--- config.mk ---
export PLATFORM = sky130hd
export DESIGN_NAME = agu_hash_seq
export DESIGN_NICKNAME = d
export VERILOG_FILES = /design/src/rtl/agu_pkg.sv /design/src/rtl/agu_step_core.sv /design/src/rtl/agu_hash_seq.sv
export SDC_FILE = /design/constraint.sdc
export NUM_CORES = 1
export LEC_CHECK = 0
export CORE_ASPECT_RATIO = 2
export CORE_MARGIN = 2
export CORE_UTILIZATION = 45
export DETAILED_ROUTE_END_ITERATION = 16
export PLACE_DENSITY = 0.7
export SYNTH_ARGS = -nofsm -noshare
export SYNTH_HDL_FRONTEND = slang
export SYNTH_HIERARCHICAL = 1
export SYNTH_SLANG_ARGS = --single-unit
--- constraint.sdc ---
create_clock -name clk -period 2.8 [get_ports clk]
set_input_delay 0.56 -clock clk [delete_from_list [all_inputs] [get_ports clk]]
set_output_delay 0.56 -clock clk [all_outputs]
set_load 0.005 [all_outputs]
--- src/rtl/agu_pkg.sv ---
// agu_pkg: mode/level encodings and configuration helpers shared by agu_hash_seq
// and agu_step_core (no ports)
package agu_pkg;
   localparam logic [2:0] MODE_S  = 3'b000;
   localparam logic [2:0] MODE_E  = 3'b001;
   localparam logic [2:0] MODE_B  = 3'b100;
   localparam logic [2:0] MODE_BP = 3'b101;
   localparam logic [1:0] LVL_BAD = 2'b00;
   localparam logic [1:0] LVL_1   = 2'b01;
   localparam logic [1:0] LVL_2   = 2'b10;
   localparam logic [1:0] LVL_3   = 2'b11;
   function automatic logic mode_ok(input logic [2:0] m);
      return m == MODE_S || m == MODE_E || m == MODE_B || m == MODE_BP;
   endfunction
   function automatic int unsigned loop_of(input logic [1:0] lvl, input int unsigned l1, l2, l3);
      return lvl == LVL_1 ? l1 : lvl == LVL_2 ? l2 : lvl == LVL_3 ? l3 : 0;
   endfunction
endpackage

--- src/rtl/agu_step_core.sv ---
// agu_step_core: combinational next address/bias and terminal detect for one step
// ports: mode_q, addr, bias, loop in; addr_nxt, bias_nxt, term out
module agu_step_core
   import agu_pkg::*;
#(
   parameter int ADDR_W = 12,
   parameter int BIAS_W = 3,
   parameter int PAIR_W = 1
) (
   input  logic [2:0]        mode_q,
   input  logic [ADDR_W-1:0] addr,
   input  logic [BIAS_W-1:0] bias,
   input  logic [ADDR_W-1:0] loop,
   output logic [ADDR_W-1:0] addr_nxt,
   output logic [BIAS_W-1:0] bias_nxt,
   output logic              term
);
   localparam int UA_W = ADDR_W - PAIR_W;
   localparam int UB_W = BIAS_W - PAIR_W;
   logic [UA_W-1:0]   ua;
   logic [UB_W-1:0]   ub;
   logic [PAIR_W-1:0] lane;
   logic a_end, b_full, l_full, u_end;
   // paired mode splits addr/bias into an upper counter and a low lane field
   assign ua     = addr[ADDR_W-1:PAIR_W];
   assign ub     = bias[BIAS_W-1:PAIR_W];
   assign lane   = bias[PAIR_W-1:0];
   assign a_end  = addr == loop;
   assign b_full = &bias;
   assign l_full = &lane;
   assign u_end  = ADDR_W'(ua) == loop;
   always_comb begin
      addr_nxt = addr;
      bias_nxt = bias;
      term     = 1'b0;
      case (mode_q)
         MODE_S: begin
            addr_nxt = a_end ? '0 : addr + 1'b1;
            bias_nxt = a_end ? bias + 1'b1 : bias;
            term     = a_end && b_full;
         end
         MODE_E: begin
            addr_nxt = b_full ? addr + 1'b1 : addr;
            bias_nxt = bias + 1'b1;
            term     = a_end && b_full;
         end
         MODE_B: begin
            addr_nxt = addr + 1'b1;
            term     = a_end;
         end
         MODE_BP: begin
            bias_nxt = {(l_full && u_end) ? ub + 1'b1 : ub, lane + 1'b1};
            addr_nxt = !l_full ? addr : u_end ? '0 : {ua + 1'b1, {PAIR_W{1'b0}}};
            term     = l_full && u_end && &ub;
         end
         default: ;
      endcase
   end
endmodule

--- src/rtl/agu_hash_seq.sv ---
// agu_hash_seq: sequenced RAM address/lane generator for hash output writes
// ports: clk, rst (async, active-high), addr_clr, start, mode, level, add_en in;
//        addr_output, bias, busy, done, err out
module agu_hash_seq
   import agu_pkg::*;
#(
   parameter int          ADDR_W  = 12,
   parameter int          BIAS_W  = 3,
   parameter int          PAIR_W  = 1,
   parameter int unsigned LOOP_L1 = 1343,
   parameter int unsigned LOOP_L2 = 975,
   parameter int unsigned LOOP_L3 = 639
) (
   input  logic              clk,
   input  logic              rst,
   input  logic              addr_clr,
   input  logic              start,
   input  logic [2:0]        mode,
   input  logic [1:0]        level,
   input  logic              add_en,
   output logic [ADDR_W-1:0] addr_output,
   output logic [BIAS_W-1:0] bias,
   output logic              busy,
   output logic              done,
   output logic              err
);
   logic [2:0]        mode_q;
   logic [1:0]        level_q;
   logic [ADDR_W-1:0] loop, addr_nxt;
   logic [BIAS_W-1:0] bias_nxt;
   logic              term, legal;
   assign loop  = ADDR_W'(loop_of(level_q, LOOP_L1, LOOP_L2, LOOP_L3));
   assign legal = mode_ok(mode) && level != LVL_BAD;
   agu_step_core #(.ADDR_W(ADDR_W), .BIAS_W(BIAS_W), .PAIR_W(PAIR_W)) u_core (
      .mode_q   (mode_q),
      .addr     (addr_output),
      .bias     (bias),
      .loop     (loop),
      .addr_nxt (addr_nxt),
      .bias_nxt (bias_nxt),
      .term     (term)
   );
   always_ff @(posedge clk or posedge rst) begin
      if (rst) begin
         addr_output <= '0;
         bias        <= '0;
         busy        <= 1'b0;
         done        <= 1'b0;
         err         <= 1'b0;
         mode_q      <= '0;
         level_q     <= '0;
      end else begin
         done <= 1'b0;
         err  <= 1'b0;
         if (addr_clr) begin
            addr_output <= '0;
            bias        <= '0;
            busy        <= 1'b0;
         end else if (start) begin
            // a restart abandons any run in progress without a done pulse
            addr_output <= '0;
            bias        <= '0;
            busy        <= legal;
            err         <= !legal;
            if (legal) begin
               mode_q  <= mode;
               level_q <= level;
            end
         end else if (add_en && busy) begin
            addr_output <= term ? '0 : addr_nxt;
            bias        <= term ? '0 : bias_nxt;
            busy        <= !term;
            done        <= term;
         end
      end
   end
endmodule

==> metrics.md <==
| Metric | Value |
|---|---|
| DRT Pass-1 Iters | `4` |
| DRC | `0` |
| Max frequency | `347.8 MHz` |
| TritonCTS clock tree | `yes` |
| Area of the multi-input gates | `1647 sq um` |
| RSZ-0062 raised after global routing | `yes` |
| Worst Setup Start Kind | `flop` |
| Worst-path cell chain | `ha_4 > or2_4 > buf_4 > xnor2_2 > nand4_1 > buf_6 > o41ai_4 > a32oi_2 > a211o_1 > a221o_1 > a22o_1` |
| Detailed Place HPWL | `4559 microns` |
| Sequential area share after synthesis | `0.2592` |
| # setup viols final | `1` |
| Largest family of logic cells by synthesized area | `compound AO/OA/AOI/OAI gates` |
| Final hold vios | `0` |
| Initial Util | `0.4608` |
| Power, Total | `1182 uW` |
| Max rail drop VDD | `0.3546 mV` |
| I/O pins | `28` |
| CTS max path bufs | `2` |
| Compound-Gate Fraction of Synth Area | `0.2434` |
| Die area | `between 5000 and 6000 sq um` |
| Most Used Layer, Global Route | `met2` |
| Reg2Reg Depth | `11` |
| Num rows | `36` |
| R2R Path Start | `level_q[0]$_DFFE_PP0P_` |
| Clk Latency, worst-skew pair | `between 0.2 and 0.3 ns` |
| Fin crit period | `2.875 ns` |
| Final nets | `321` |
| Pleak | `0.001239 uW` |
| Synthesized area | `2221 sq um` |
| Total Routing Usage GR | `0.2405` |
| Min-delay worst type | `reg2reg` |
| Via Count | `2178` |
| WS Path Type | `reg2reg` |
| Worst R2R End | `addr_output[10]$_DFFE_PP0P_` |
| Clk sinks | `23` |
| Number of H-tree levels | `1` |
| Largest net degree at the start of global routing | `24` |
| Dominant synthesized flop cell | `dfrtp_1` |
| Worst Path Required | `2.96 ns` |
| Core area | `4820 sq um` |
| GRT met3 Usage | `0.02443` |
| Post-Synth Adder-Cell Area | `0.05634` |
| Failing checks | `negative setup slack` |
| Placer's final routability congestion estimate | `around 0.94` |
| Post-Route WL | `6339 microns` |
| CTS clk-pin slew, worst paths | `0.09 ns` |
| Die X | `53.68 microns` |
| Setup ws final | `-0.07525 ns` |
| Cell count after synthesis | `251` |
| Number of CTS-inserted buffers | `3` |
| I/O Buffers | `27` |
| Hold Startpoint | `bias[2]$_DFFE_PP0P_` |
| Root Driver | `clkbuf_8` |
| WHS Path Cells | `1` |
| Dpl ws | `-0.04035 ns` |
| CP max FO | `4` |
| Vias in the first global route | `2004` |
| Cell variety after synth | `56` |
| Register bit count reported by yosys | `23` |
| Status | `finished, violations left` |
| Dominant cells by area after synthesis | `dfrtp_1 (26%), a22o_1 (5.9%), ha_1 (5.6%)` |
| Critical path capture point type | `flop` |
| Setup Skew | `0.005135 ns` |
| Critical Path Slowest Stage Cell | `dfrtp_2` |
| Synth Warn # | `6` |
| First-pass GRT wire length | `9867 microns` |
| DIE HEIGHT | `about 100 microns` |
| Most common cell in the synthesized netlist | `nor2_1` |
| PD cells | `398.6 nW/um^2` |
| Max stage delay on crit path | `0.46 ns` |
| Avg Cell Area, Syn | `8.848 sq um` |
| Gr ovfl total | `0` |
| Worst rel slew slack | `0.2420` |
| Final Cycle Share | `1.027` |
| Met1 Use GR | `0.2721` |
| Cell accounting for the most synthesized area | `dfrtp_1` |
| Max cap viols | `0` |
| Layout cells sized above 1 | `0.2800` |
| Synth async-reset ratio | `1.000` |
| Antenna Nets Post-Route | `0` |
| Critical path origin | `level_q[0]$_DFFE_PP0P_` |
| DRC violation total after the first TritonRoute iteration | `76` |
| Vias per Instance | `~6` |
| Avg WL per Cell | `17.76 microns` |
| XOR/XNOR share of the synthesized area | `0.1020` |
| Sequential cell area | `~580 sq um` |
| # fillers | `404` |
| Area grow syn2layout | `33.52%` |
| Hold Path End | `bias[2]$_DFFE_PP0P_` |
| GR Util met2 | `0.4240` |
| Worst EP arrival | `3.04 ns` |
| R2R Setup Slk | `-0.08 ns` |
| Fin. max-slew vios | `0` |
| Number of flops mapped to enable cells by yosys | `0` |
| Yosys top cell area share | `0.2592` |
| Post-synthesis simple-gate area fraction | `0.2208` |
| Most instantiated cells after synthesis | `nor2_1 (28), dfrtp_1 (23), nand2_1 (18)` |
| Worst slew pin tran | `1.135 ns` |
| Antenna violations before repair | `0` |
| Post-synthesis mux area share | `0.03887` |
| Inserted Diodes | `0` |
[power breakdown]
group / switching (uW) / internal (uW) / total [uW]
sequential: 28.6 / 348 / 377
clock: 113 / 102 / 215
combinational: 307 / 283 / 591
total: 449 / 733 / 1180
[sequential cells by signal (all words and copies together), names as in the netlist]
signal and cells:
mode_q 3, bias 3, level_q 2, busy 1, addr_output 12, done 1
err 1
[worst max-delay path: cells and delay by family (launching register included)]
kind / cells / cell delay [ns]
simple gates: 2 / 0.40
flops: 1 / 0.46
compound gates: 5 / 1.31
fa+ha+maj: 1 / 0.18
xor+xnor: 1 / 0.11
buf+inv: 2 / 0.31
[what timing repair did]
item / CTS / global route
setup endpoints to repair: 13 / 17
buffers inserted: 4 / 7
pin swaps: 6 / 19
hold buffers: 0 / 0
gates resized for setup: 8 / 30
[placed cells by master (no fill, tap or decap), types with 4 or more instances in the layout]
cell,instances
a211oi_1,6
a21oi_1,10
a22o_1,15
a311oi_1,4
buf_4,31
clkdlybuf4s50_1,27
dfrtp_1,21
ha_1,6
inv_1,9
mux2_2,5
nand2_1,18
nand3_1,5
nand4_1,8
nor2_1,24
nor4_4,4
o21ai_0,6
xnor2_1,12
xor2_1,7
[logic make-up after synthesis]
kind of cell / Yosys count
XOR/XNOR: 25
AND/OR/NAND/NOR: 86
flip-flops: 23
multiplexers: 8
AO/OA/AOI/OAI: 67
other: 1
adder cells (fa/ha/maj): 10
buffers and inverters: 31
[area by class of cell]
class                      instances  area share
multi-input combinational        198      0.5553
timing repair buffer              63      0.1945
inverter                          12     0.01603
sequential                        23      0.1949
clock buffer                       4     0.01519
tap                               57     0.02405
[how the worst max path moves through the flow]
stage                                              to  slack, ns  cells past startpoint
final                     addr_output[10]$_DFFE_PP0P_      -0.08                     11
after global routing      addr_output[10]$_DFFE_PP0P_      -0.15                     12
after CTS                 addr_output[10]$_DFFE_PP0P_      0.004                     11
after detailed placement  addr_output[10]$_DFFE_PP0P_      -0.04                     11
after global placement    addr_output[10]$_DFFE_PP0P_       0.03                     11
after floorplan           addr_output[10]$_DFFE_PP0P_       0.05                     11
[metrics by stage]
stage | utilization | std cells | hold slack, ns | TNS (ns) | instance area (sq um)
after global routing | 0.6153 | 357 | 0.6293 | -0.3819 | 2965
after CTS | 0.5758 | 351 | 0.6049 | 0 | 2775
after floorplan | - | 252 | 0.4715 | 0 | 2225
after global placement | 0.5543 | 343 | 0.5409 | 0 | 2671
final | 0.6153 | 357 | 0.5973 | -0.07525 | 2965
after detailed placement | 0.5543 | 343 | 0.5660 | -0.1535 | 2671
[routing by layer]
layer	vias up	share of wire
li1	1022	-
met1	1062	0.38
met2	74	0.52
met3	20	0.043
met4	0	0.059
met5	-	0
No activity file was read; power rests on OpenSTA's default activity.
